`config.mk`:
```
export PLATFORM = sky130hd
export DESIGN_NAME = stream_mux_nx1_flat
export DESIGN_NICKNAME = d
export VERILOG_FILES = /design/src/rtl/stream_mux_nx1_if.sv /design/src/rtl/stream_mux_nx1.sv /design/src/flat_wrapper.sv
export SDC_FILE = /design/constraint.sdc
export NUM_CORES = 1
export LEC_CHECK = 0
export ABC_CLOCK_PERIOD_IN_PS = 2400
export BUFFER_PORTS_ARGS = -buffer_cell sky130_fd_sc_hd__clkbuf_2
export CORE_ASPECT_RATIO = 0.75
export CORE_MARGIN = 3
export CORE_UTILIZATION = 45
export CTS_BUF_LIST = sky130_fd_sc_hd__clkbuf_16
export DETAILED_ROUTE_END_ITERATION = 12
export PLACE_DENSITY = 0.78
export SETUP_SLACK_MARGIN = 0.15
export SYNTH_ARGS = -nofsm -noshare
export SYNTH_HDL_FRONTEND = slang
export SYNTH_SLANG_ARGS = --single-unit
export TNS_END_PERCENT = 10
```
`constraint.sdc`:
```
create_clock -name clk -period 2.4 [get_ports clk]
set_clock_uncertainty 0.1 [all_clocks]
set_input_delay 0.12 -clock clk [delete_from_list [all_inputs] [get_ports clk]]
set_output_delay 0.12 -clock clk [all_outputs]
set_load 0.01 [all_outputs]
```
`src/rtl/stream_mux_nx1_if.sv`:
```
// Handshake bundle between N stream producers, the mux and one consumer.
// master = the mux side (drives in_ready and the output beat), slave = the environment.
interface stream_mux_nx1_if #(
  parameter int N    = 4,
  parameter int W    = 8,
  parameter int SELW = $clog2(N)
);
  logic [N*W-1:0]  in_data;
  logic [N-1:0]    in_valid;
  logic [N-1:0]    in_last;
  logic [N-1:0]    in_ready;
  logic            mode;
  logic [SELW-1:0] sel;
  logic [W-1:0]    out_data;
  logic            out_valid;
  logic            out_last;
  logic            out_ready;
  logic [SELW-1:0] grant_id;

  modport master (
    input  in_data, in_valid, in_last, mode, sel, out_ready,
    output in_ready, out_data, out_valid, out_last, grant_id
  );

  modport slave (
    output in_data, in_valid, in_last, mode, sel, out_ready,
    input  in_ready, out_data, out_valid, out_last, grant_id
  );
endinterface

```
`src/rtl/stream_mux_nx1.sv`:
```
// N-input valid/ready stream mux with registered output, select or round-robin
// arbitration, and packet locking so multi-beat packets are never interleaved.
module stream_mux_nx1 #(
  parameter int N    = 4,
  parameter int W    = 8,
  parameter int SELW = $clog2(N)
) (
  input logic              clk,
  input logic              rst_n,
  stream_mux_nx1_if.master bus
);
  typedef enum logic {IDLE, LOCK} state_t;

  state_t          r_state, w_state_nxt;
  logic [SELW-1:0] r_lock_ch, w_lock_ch_nxt;
  logic [SELW-1:0] r_last_grant, w_last_grant_nxt;
  logic [W-1:0]    r_out_data;
  logic            r_out_valid, r_out_last;
  logic [SELW-1:0] r_grant_id;

  logic            w_can_load, w_chosen, w_accept, w_rr_found, w_sel_last;
  logic [SELW-1:0] w_cur, w_rr_ch;
  logic [N-1:0]    w_in_ready;
  logic [W-1:0]    w_sel_data;

  // Two passes: channels above last_grant first, then wrap to the low ones.
  always_comb begin
    w_rr_found = 1'b0;
    w_rr_ch    = '0;
    for (int i = 0; i < N; i++) begin
      if (!w_rr_found && bus.in_valid[i] && i > int'(r_last_grant)) begin
        w_rr_found = 1'b1;
        w_rr_ch    = SELW'(i);
      end
    end
    for (int i = 0; i < N; i++) begin
      if (!w_rr_found && bus.in_valid[i] && i <= int'(r_last_grant)) begin
        w_rr_found = 1'b1;
        w_rr_ch    = SELW'(i);
      end
    end
  end

  always_comb begin
    w_chosen = 1'b0;
    w_cur    = '0;
    if (r_state == LOCK) begin
      w_chosen = 1'b1;
      w_cur    = r_lock_ch;
    end else if (bus.mode) begin
      w_chosen = w_rr_found;
      w_cur    = w_rr_ch;
    end else begin
      w_chosen = int'(bus.sel) < N;
      w_cur    = bus.sel;
    end
  end

  assign w_can_load = !r_out_valid || bus.out_ready;

  // in_ready is gated by rst_n so nothing looks acceptable while reset is held.
  always_comb begin
    w_in_ready = '0;
    w_sel_data = '0;
    w_sel_last = 1'b0;
    for (int i = 0; i < N; i++) begin
      if (w_cur == SELW'(i)) begin
        w_in_ready[i] = rst_n && w_can_load && w_chosen;
        w_sel_data    = bus.in_data[i*W +: W];
        w_sel_last    = bus.in_last[i];
      end
    end
  end

  assign w_accept = |(w_in_ready & bus.in_valid);

  always_comb begin
    w_state_nxt      = r_state;
    w_lock_ch_nxt    = r_lock_ch;
    w_last_grant_nxt = r_last_grant;
    if (w_accept) begin
      if (w_sel_last) begin
        w_state_nxt      = IDLE;
        w_last_grant_nxt = w_cur;
      end else begin
        w_state_nxt   = LOCK;
        w_lock_ch_nxt = w_cur;
      end
    end
  end

  always_ff @(posedge clk) begin
    if (!rst_n) begin
      r_state      <= IDLE;
      r_lock_ch    <= '0;
      r_last_grant <= SELW'(N - 1);
    end else begin
      r_state      <= w_state_nxt;
      r_lock_ch    <= w_lock_ch_nxt;
      r_last_grant <= w_last_grant_nxt;
    end
  end

  always_ff @(posedge clk) begin
    if (!rst_n) begin
      r_out_valid <= 1'b0;
      r_out_data  <= '0;
      r_out_last  <= 1'b0;
      r_grant_id  <= '0;
    end else if (w_accept) begin
      r_out_valid <= 1'b1;
      r_out_data  <= w_sel_data;
      r_out_last  <= w_sel_last;
      r_grant_id  <= w_cur;
    end else if (bus.out_ready) begin
      r_out_valid <= 1'b0;
    end
  end

  assign bus.in_ready  = w_in_ready;
  assign bus.out_data  = r_out_data;
  assign bus.out_valid = r_out_valid;
  assign bus.out_last  = r_out_last;
  assign bus.grant_id  = r_grant_id;
endmodule
```
`src/flat_wrapper.sv`:
```
// flat-port wrapper written by rule: the top's interface ports become plain ports
module stream_mux_nx1_flat 
#(
  parameter int N    = 4,
  parameter int W    = 8,
  parameter int SELW = $clog2(N)
)
  (clk, rst_n, bus_in_data, bus_in_valid, bus_in_last, bus_mode, bus_sel, bus_out_ready, bus_in_ready, bus_out_data, bus_out_valid, bus_out_last, bus_grant_id);
  stream_mux_nx1_if #(.N(N), .W(W), .SELW(SELW)) bus_i ();
  input logic clk;
  input logic rst_n;
  input wire logic [$bits(bus_i.in_data)-1:0] bus_in_data;
  input wire logic [$bits(bus_i.in_valid)-1:0] bus_in_valid;
  input wire logic [$bits(bus_i.in_last)-1:0] bus_in_last;
  input wire logic [$bits(bus_i.mode)-1:0] bus_mode;
  input wire logic [$bits(bus_i.sel)-1:0] bus_sel;
  input wire logic [$bits(bus_i.out_ready)-1:0] bus_out_ready;
  output wire logic [$bits(bus_i.in_ready)-1:0] bus_in_ready;
  output wire logic [$bits(bus_i.out_data)-1:0] bus_out_data;
  output wire logic [$bits(bus_i.out_valid)-1:0] bus_out_valid;
  output wire logic [$bits(bus_i.out_last)-1:0] bus_out_last;
  output wire logic [$bits(bus_i.grant_id)-1:0] bus_grant_id;
  assign bus_i.in_data = bus_in_data;
  assign bus_i.in_valid = bus_in_valid;
  assign bus_i.in_last = bus_in_last;
  assign bus_i.mode = bus_mode;
  assign bus_i.sel = bus_sel;
  assign bus_i.out_ready = bus_out_ready;
  assign bus_in_ready = bus_i.in_ready;
  assign bus_out_data = bus_i.out_data;
  assign bus_out_valid = bus_i.out_valid;
  assign bus_out_last = bus_i.out_last;
  assign bus_grant_id = bus_i.grant_id;
  stream_mux_nx1 #(.N(N), .W(W), .SELW(SELW)) u_core (.clk(clk), .rst_n(rst_n), .bus(bus_i));
endmodule
```
* Word level (Yosys, flattened, before mapping)
Index checks and enable logic that the tools add are counted.
** Cells by class
- Order comparisons :: 6
- Eq/ne operators :: 3
- Mux-type cells :: 33
- Bitwise logic cells :: 2
- Reduce and logical (&&, ||, !) cells :: 27
** Operators by type and width (count)
- 2-to-1 mux 8 bit :: 4
- 2-to-1 mux 1 bit :: 21
- 2-to-1 mux 2 bit :: 8
- logical AND 1 bit :: 14
- logical NOT 1 bit :: 7
- AND 4 bit :: 1
- equality test 2 bit (second input constant) :: 2
- greater-than comparator 2 bit (first input constant) :: 2
- less-or-equal comparator 2 bit (first input constant) :: 2
- AND reduction 2 bit :: 2
- OR reduction 4 bit :: 1
- equality test 2 x 1 -> 1 bit (second input constant) :: 1
- greater-than comparator 1 x 2 -> 1 bit (first input constant) :: 1
- less-or-equal comparator 1 x 2 -> 1 bit (first input constant) :: 1
- logical NOT 2 bit :: 1
- nonzero test 2 bit :: 1
- logical OR 1 bit :: 1
- inverter 1 bit :: 1
** Storage, ports and cells
- Register bits :: 17
- Input bits :: 46
- Output and inout port bits :: 16
- Word-level logic and storage cells :: 78

* Longest topological paths before layout
Gate-level depths: netlist of the first run.
- Word-level depth :: 35
- Depth in mapped cells :: 9
- Depth with buffers taken out :: 7

* Worst setup path before layout of the first run
Ideal clock, no wire load.
- Kind :: reg-to-reg
- Start point :: register u_core.r_last_grant[1]
- End point :: register u_core.r_out_data[3] (netlist: u_core.bus.out_data[3])
- Library setup time :: 0.132 ns
- Arrival :: 1.887 ns
- Data required time :: 2.168 ns
- Path slack :: 0.281 ns
- Stages on the path, launching flop included :: 10
- Buffers on the path :: 2
- Period minus slack after synthesis :: 2.119 ns
- Path through :: dfxtp_1 > and2b_1 > o21ai_1 > a21o_1 > a22o_1 > buf_6 > buf_6 > mux4_2 > nand3_1 > a21oi_1
** On the way
- Word-level cells in the longest chain between the ends :: 33
- Elaborated cells between the ends (all ways) :: 57
- Classes of those cells :: 6 x order compare; 3 x eq/ne; 26 x mux; 1 x bitwise; 21 x reduce/logical
** RTL lines
- from (decl) :: RTL line stream_mux_nx1.sv:16 : logic [SELW-1:0] r_last_grant, w_last_grant_nxt;
- from (signal assigned) :: RTL line stream_mux_nx1.sv:96 : r_last_grant <= SELW'(N - 1);
- from (signal assigned) :: RTL line stream_mux_nx1.sv:100 : r_last_grant <= w_last_grant_nxt;
- greater-than comparator 1 x 2 -> 1 bit :: RTL line stream_mux_nx1.sv:31 : if (!w_rr_found && bus.in_valid[i] && i > int'(r_last_grant)) begin
- logical AND 1 bit :: RTL line stream_mux_nx1.sv:31
- 2-to-1 mux 1 bit :: RTL line stream_mux_nx1.sv:31
- logical NOT 1 bit :: RTL line stream_mux_nx1.sv:31
- logical AND 1 bit (2 in a row) :: RTL line stream_mux_nx1.sv:31
- 2-to-1 mux 1 bit :: RTL line stream_mux_nx1.sv:31
- logical NOT 1 bit :: RTL line stream_mux_nx1.sv:31
- logical AND 1 bit (2 in a row) :: RTL line stream_mux_nx1.sv:31
- [... 11 more ...]
- 2-to-1 mux 1 bit :: RTL line stream_mux_nx1.sv:37 : if (!w_rr_found && bus.in_valid[i] && i <= int'(r_last_grant)) begin
- logical NOT 1 bit :: RTL line stream_mux_nx1.sv:37
- logical AND 1 bit (2 in a row) :: RTL line stream_mux_nx1.sv:37
- 2-to-1 mux 2 bit :: RTL line stream_mux_nx1.sv:37
- 2-to-1 mux 2 bit :: RTL line stream_mux_nx1.sv:50 : end else if (bus.mode) begin
- 2-to-1 mux 2 bit :: RTL line stream_mux_nx1.sv:47 : if (r_state == LOCK) begin
- logical NOT 2 bit :: RTL line stream_mux_nx1.sv:67 : if (w_cur == SELW'(i)) begin
- 2-to-1 mux 8 bit (4 in a row) :: RTL line stream_mux_nx1.sv:67
- to (signal assigned) :: RTL line stream_mux_nx1.sv:112 : r_out_data <= w_sel_data;
- to (decl) :: RTL line stream_mux_nx1.sv:17 : logic [W-1:0] r_out_data;
Parallel ways exist; a longest one is shown, timed or not.
A chain may end at the register's enable or synchronous reset.

* Final worst setup path of the first run
- Start point :: register u_core.r_state
- End point :: register u_core.r_lock_ch[1]
** On the way
- Word-level cells in the longest chain between the ends :: 8
- Elaborated cells between the ends (all ways) :: 19
- Classes of those cells :: 3 x eq/ne; 10 x mux; 2 x bitwise; 4 x reduce/logical
** RTL lines
- from (decl) :: RTL line stream_mux_nx1.sv:14 : state_t r_state, w_state_nxt;
- from (signal assigned) :: RTL line stream_mux_nx1.sv:98 : r_state <= w_state_nxt;
- 2-to-1 mux 2 bit :: RTL line stream_mux_nx1.sv:47
- logical NOT 2 bit :: RTL line stream_mux_nx1.sv:67
- 2-to-1 mux 1 bit (4 in a row) :: RTL line stream_mux_nx1.sv:67
- inverter 1 bit (no line)
- AND reduction 2 bit (no line)
- to (signal assigned) :: RTL line stream_mux_nx1.sv:99 : r_lock_ch <= w_lock_ch_nxt;
- to (decl) :: RTL line stream_mux_nx1.sv:15 : logic [SELW-1:0] r_lock_ch, w_lock_ch_nxt;
Parallel ways exist; a longest one is shown, timed or not.

==> impl_metrics.csv, run 1 <==
group,metric,value,unit
outcome,status,"finished, final reports clean",
pwr,p_leak,0.804,nW
synthesis,netlist_area,1230,sq um
timing,fmax,445,MHz
layout,layout.cells.most_common,"clkbuf_2",
worst_setup_path,path_buf_inv,0,
timing,fin_tns_setup,0,ns
place,gp_congestion,0.909,
synthesis,netlist_instances,135,
worst_setup_path,worstPathCellList,"and2b_1, o31a_1, and3_4, o21ai_2, and3_2, or3_4, mux2i_1",
worst_hold_path,hold-path-cell-count,2,
die,num_rows,15,
synthesis,ys_ff_latch,17,
global_routing,track_usage,22.7,%
global_routing,grt_max_degree,14,
clock_tree,cts-root-buf,"clkbuf_16",
die,die_w,66.3,um
worst_setup_path,crit_slowest_cell,"or3_4",
clock_tree,clockBufferDepth,2,
layout,drive_above_1_share,47.3,%
timing,setup_viol_count_final,0,
timing,hold_viol_final,0,
synthesis,yosys.area.top_type,"dfxtp_1",
drt,drc,0,
synthesis,syn_nets,181,
clock_tree,numCtsBuffers,3,
worst_setup_path,worstPathRequired,2.42,ns
worst_setup_path,criticalPathCategory,"reg2reg",
synthesis,synth_area_per_cell,9.09,sq um
worst_setup_path,cpPeakStageDelay,0.42,ns
clock_tree,clkTransAtPathRegs,0.05,ns
synthesis,synth_area_leaders,"dfxtp_1 28%, mux4_2 15%, nand3_1 6.1%, a21oi_1 5.7%, o21ai_0 4.9%",
die,start_util,50.3,%
timing,slew_violations,0,
layout,final_cell_mix,"61 x clkbuf_2, 16 x dfxtp_1, 14 x nand3_1, 14 x a21oi_1",
synthesis,yosysSeqAreaShare,27.7,%
timing,tightest_slew,0.481,ns
die,die_h,51.2,um
global_routing,grt_pass1_vias,1246,
worst_setup_path,endpoint_kind,"register",
clock_tree,htreeDepth,1,
worst_setup_path,regToRegStartpoint,"u_core.r_state",
run,cap_violations,0,
die,die-area,3400,sq um
clock_tree,cts_tree,"built",
die,io_pins,62,
worst_setup_path,reg2reg_to,"u_core.r_lock_ch[1]",
global_routing,antenna_found_initial,0,
drt,vias_per_cell,5.78,
worst_setup_path,crit_family,"simple AND/OR/NAND/NOR gates",
layout,area_growth,38.3,%
synthesis,synth.top_cell.area_share,27.7,%
place,io_buffer_count,61,
worst_setup_path,cp.arrival,2.27,ns
layout,nets,250,
timing,slew_headroom,67.9,%
timing,whs,0.0815,ns
timing,period_share,93.7,%
drt,drt-pass1-iter-count,4,
place,dp_hpwl,3.06,mm
global_routing,gr-total-overflow,0,
clock_tree,clock_latency,0.25,ns
worst_setup_path,r2r_slack,0.15,ns
synthesis,yosys_warnings,0,
timing,fin_crit,2.25,ns
worst_hold_path,hold_path_class,"in2reg",
global_routing,grt_pass1_wl,5.74,mm
synthesis,synth_cell_types,39,
drt,drt-wirelength-per-cell,16.5,um
worst_hold_path,hold_end,"u_core.bus.out_last",
drt,drtIter0Drc,88,
die,core_area,2440,sq um
pwr,irDropWorstVdd,0.000514,V
drt,vias,1370,
layout,antenna_cells,0,
pwr,power_density,798,nW/um^2
timing,rsz0062_at_grt,"true",
clock_tree,cts_hold_buf,0,
drt,wirelength,3.92,mm
clock_tree,cts.sink_count,17,
worst_setup_path,path_max_fanout,12,
worst_setup_path,startpoint_type,"register",
worst_setup_path,r2r.worst_path.cells,7,
drt,drt.antenna.violating_nets,0,
worst_hold_path,worstHoldStart,"rst_n",
==> worst reg2reg max path, stage by stage, from the launching register on <==
cell and delay [ns]:
dfxtp_1 0.34, and2b_1 0.24, o31a_1 0.26, and3_4 0.25, o21ai_2 0.08, and3_2 0.31
or3_4 0.42, mux2i_1 0.13
==> power by group <==
| group | total [mW] | switching, mW | internal (mW) | leakage [nW] |
|---|---|---|---|---|
| logic | 0.643 | 0.342 | 0.302 | 0.623 |
| registers | 0.379 | 0.0412 | 0.338 | 0.139 |
| clock network | 0.333 | 0.112 | 0.221 | 0.0423 |
| total | 1.36 | 0.495 | 0.861 | 0.804 |
==> metrics by stage <==
step	setup slack (ns)	total power, mW	utilization (%)	cells	area [sq um]
finish	0.152	1.36	69.6	237	1700
global route	0.0422	1.42	69.6	237	1700
CTS	0.0668	1.32	68.7	236	1680
detailed placement	0.0389	0.987	65.0	232	1590
global placement	0.102	0.974	65.0	232	1590
floorplan	0.281	0.805	-	135	1230
==> how the worst max path moves through the flow <==
stage | start | endpoint | slack [ns] | depth (start not counted)
2_1_floorplan | u_core.r_last_grant[1] | u_core.bus.out_data[3] | 0.28 | 9
3_3_place_gp | u_core.r_last_grant[1] | u_core.bus.grant_id[1] | 0.10 | 7
4_1_cts | u_core.r_last_grant[1] | u_core.bus.out_data[2] | 0.07 | 8
5_1_grt | u_core.r_state | u_core.bus.out_data[4] | 0.04 | 8
6_report | u_core.r_state | u_core.r_lock_ch[1] | 0.15 | 7
3_5_place_dp | u_core.r_last_grant[1] | u_core.bus.grant_id[1] | 0.04 | 7
==> timing repair <==
action / CTS / global route
buffers inserted: 0 / 1
resized for setup: 3 / 4
setup endpoints to repair: 15 / 18
pin swaps: 0 / 1
==> metal layers <==
layer / GRT usage (%) / up-vias / wire length (um)
li1: - / 654 / -
met3: 6.81 / 7 / 412
met2: 38.9 / 77 / 1920
met5: 0 / - / 0
met4: 4.39 / 0 / 47
met1: 28.2 / 632 / 1540
==> registers in the layout, summed over array words and instances (netlist names) <==
| signal | flops |
|---|---|
| u_core.bus.grant_id | 2 |
| u_core.bus.out_data | 8 |
| u_core.bus.out_last | 1 |
| u_core.bus.out_valid | 1 |
| u_core.r_last_grant | 2 |
| u_core.r_lock_ch | 2 |
| u_core.r_state | 1 |
==> cell families (layout without fill, tap and decap cells) <==
family	after synthesis	count (layout)	share of synthesized area, %
mux	12	12	17.9
compound gates	47	47	27.7
simple gates	48	48	21.0
buf+inv	11	79	5.61
flops	17	17	27.7
==> cells in the mapped netlist <==
master / n
nor2_2: 1
a22o_1: 1
buf_4: 1
or3_4: 1
o221a_1: 2
nor2_1: 12
o221ai_1: 1
o21ai_0: 12
inv_1: 5
and3_4: 1
o211a_1: 1
buf_6: 3
nand2_1: 4
a2bb2oi_2: 1
a221oi_1: 1
mux4_2: 8
or2b_1: 1
a21oi_4: 1
a22oi_1: 1
a21oi_1: 14
o21ai_2: 1
nor2b_1: 1
clkbuf_1: 1
a311oi_1: 1
and2b_1: 2
o31ai_4: 1
and3_1: 1
and4bb_1: 1
dfxtp_1: 17
nand2b_1: 5
mux2i_1: 4
a32oi_1: 1
nand3_1: 15
o31a_1: 2
a311oi_2: 1
buf_2: 1
nor3_1: 3
a21o_1: 3
o21ai_1: 2
==> final cells by class <==
type / count / area, sq um
multi-input combinational: 107 / 843
fill: 213 / 742
timing repair buffer: 70 / 373
sequential: 17 / 342
clock buffer: 3 / 75.1
tap: 34 / 42.5
inverter: 5 / 18.8
clock inverter: 1 / 3.75
Note: power is estimated with default switching activity, not from simulation.
==> inputs of run 2 (changes only) <==
--- a/config.mk
+++ b/config.mk
@@ -5,14 +5,15 @@
 export SDC_FILE = /design/constraint.sdc
 export NUM_CORES = 1
 export LEC_CHECK = 0
+export ABC_AREA = 1
 export ABC_CLOCK_PERIOD_IN_PS = 2400
 export BUFFER_PORTS_ARGS = -buffer_cell sky130_fd_sc_hd__clkbuf_2
 export CORE_ASPECT_RATIO = 0.75
 export CORE_MARGIN = 3
-export CORE_UTILIZATION = 45
+export CORE_UTILIZATION = 46
 export CTS_BUF_LIST = sky130_fd_sc_hd__clkbuf_16
 export DETAILED_ROUTE_END_ITERATION = 12
-export PLACE_DENSITY = 0.78
+export PLACE_DENSITY = 0.79
 export SETUP_SLACK_MARGIN = 0.15
 export SYNTH_ARGS = -nofsm -noshare
 export SYNTH_HDL_FRONTEND = slang
==> run 2 against run 1 <==
Synthesized cell count grew 47%. Synthesized area up 4.7%. Die area up 2.2%. Global-route usage fell by 1.8 points. Sequential cell count stayed put. Sequential share of layout area decreased by 0.85 points. First-iteration DRC count up 11%. Total power grew 14%. Sequential power up 4%. Non-clock buffer count fell by 1. Hold slack improved by 0.016 ns. Largest cell class unchanged. Largest power group unchanged. Highest routed layer unchanged.
==> impl_metrics.csv, run 2 <==
group,metric,value,unit
timing,hold_viol_final,0,
drt,wirelength,3.77,mm
synthesis,synth_area_per_cell,6.49,sq um
worst_setup_path,criticalPathCategory,"reg2reg",
worst_setup_path,cp.arrival,2.11,ns
layout,antenna_cells,0,
pwr,p_leak,0.915,nW
timing,slew_violations,0,
clock_tree,clock_latency,0.25,ns
timing,tightest_slew,0.393,ns
global_routing,grt_pass1_wl,5.64,mm
run,cap_violations,0,
synthesis,synth_area_leaders,"dfxtp_1 26%, nand2_1 16%, nor2_1 7.6%, nand2_2 6.3%, inv_1 5.3%",
layout,area_growth,38.5,%
drt,vias_per_cell,5.09,
clock_tree,cts_tree,"built",
drt,drt.antenna.violating_nets,0,
place,post_dp_cell_area,1590,sq um
drt,drc,0,
layout,nets,314,
drt,drt-pass1-iter-count,4,
layout,fin_area,1780,sq um
synthesis,synthArstFlopShare,0,%
timing,fin_tns_setup,0,ns
timing,setup_viol_count_final,0,
die,io_pins,62,
place,gp_congestion,0.848,
synthesis,ys_ff_latch,17,
layout,final_cell_mix,"61 x clkbuf_2, 55 x nand2_1, 21 x nor2_1, 19 x inv_1, 15 x dfxtp_1",
clock_tree,cts-root-buf,"clkbuf_16",
die,die_w,67.0,um
synthesis,synth_cell_types,27,
synthesis,synth_most_common_cell,"nand2_1",
pwr,power_density,867,nW/um^2
synthesis,syn_nets,244,
synthesis,yosys-top-cells-count,"55 x nand2_1, 26 x nor2_1, 18 x inv_1",
timing,timing.final.ws_setup,0.312,ns
layout,drive_above_1_share,44.6,%
timing,rsz0062_at_grt,"true",
timing,period_share,87.0,%
die,num_rows,15,
clock_tree,htreeDepth,1,
synthesis,synth_top_flop_cell,"dfxtp_1",
worst_setup_path,path_max_fanout,8,
clock_tree,clkTransAtPathRegs,0.05,ns
clock_tree,cts_hold_buf,0,
synthesis,netlist_instances,198,
drt,drtIter0Drc,98,
die,core_area,2480,sq um
clock_tree,numCtsBuffers,3,
synthesis,netlist_area,1280,sq um
layout,layout.cells.most_common,"clkbuf_2",
drt,drt-wirelength-per-cell,12.5,um
timing,fin_crit,2.09,ns
layout,largest_register_ffs,8,
place,io_buffer_count,61,
die,start_util,51.9,%
synthesis,synth.top_cell.area_share,26.5,%
pwr,totalPowerFinal,1.54,mW
worst_hold_path,hold_path_class,"in2reg",
timing,fmax,479,MHz
clock_tree,cts.sink_count,17,
worst_setup_path,endpoint_kind,"register",
layout,nFillCells,228,
global_routing,grt_pass1_vias,1254,
synthesis,yosys_warnings,0,
outcome,status,"finished, final reports clean",
place,dp_cells,289,
layout,layout.cells.non_filler,301,
global_routing,gr-total-overflow,0,
pwr,irDropWorstVdd,0.000404,V
synthesis,synth_edf_count,0,
place,pre_cts_ws,0.195,ns
worst_setup_path,startpoint_type,"register",
worst_setup_path,worstPathRequired,2.43,ns
clock_tree,clockBufferDepth,2,
die,die_h,51.8,um
synthesis,yosys.area.top_type,"dfxtp_1",
global_routing,antenna_found_initial,0,
global_routing,track_usage,20.9,%
die,die-area,3470,sq um
drt,vias,1531,
place,dp_hpwl,2.96,mm
global_routing,grt_max_degree,14,
timing,slew_headroom,73.8,%
synthesis,yosysSeqAreaShare,26.5,%
## run 2: power breakdown
part           internal [mW]  switching (mW)
clock network          0.221           0.106
logic                  0.325           0.496
registers              0.347          0.0477
## run 2: critical path: stages, from the launching register on
cell and delay (ns):
dfxtp_2 0.35, nand2_1 0.07, nand2_2 0.10, nand4_4 0.12, nor2_2 0.13, nand2_1 0.07, nand3_2 0.09, nand2_2 0.07
nand2_4 0.13, nor2_4 0.06, buf_12 0.13, buf_4 0.12, nand2_1 0.05, nand3_1 0.06, o21ai_0 0.14, nand2_2 0.08
nand2_1 0.07, nor2_1 0.03
## run 2: what timing repair did
action | CTS | global route
endpoints found under the setup margin | 0 | 18
setup buffers | 0 | 7
resized for setup | 0 | 12
## run 2: cell type report
class	count	area, sq um	share of cell area, %
tap	34	42.5	2.39
inverter	21	78.8	4.43
clock buffer	3	75.1	4.22
clock inverter	1	3.75	0.211
sequential	17	343	19.3
multi-input combinational	156	858	48.2
timing repair buffer	69	378	21.2
## run 2: routing by layer
metal,up-vias,part of all wire [%],track usage (%)
met1,689,46,31.8
met3,2,6.7,0.864
met5,-,0,0
met2,65,47,30.2
met4,0,0.27,8.75
li1,775,-,-
## run 2: cells by family after synthesis
group | after synthesis | share of synthesized area (%)
buffers and inverters | 26 | 10.3
DFF | 17 | 26.5
and+or+nand+nor | 132 | 51.0
AOI/OAI and AO/OA | 23 | 12.2
## run 2: stage by stage
step	util [%]	hold slack (ns)
floorplan	-	0.128
global placement	64.0	0.349
detailed placement	64.0	0.354
CTS	67.2	0.0880
global route	71.8	0.117
finish	71.8	0.0978
## run 2: path summary, 6_finish.rpt
check                                            start                endpoint  slack, ns  depth (start not counted)
worst max register to register  u_core.r_last_grant[1]  u_core.bus.out_data[1]       0.31                         17
worst max-delay path            u_core.r_last_grant[1]  u_core.bus.out_data[1]       0.31                         17
worst min-delay path                             rst_n     u_core.bus.out_last        0.1                          3
worst min register to register  u_core.bus.out_data[3]  u_core.bus.out_data[3]       0.38                          2
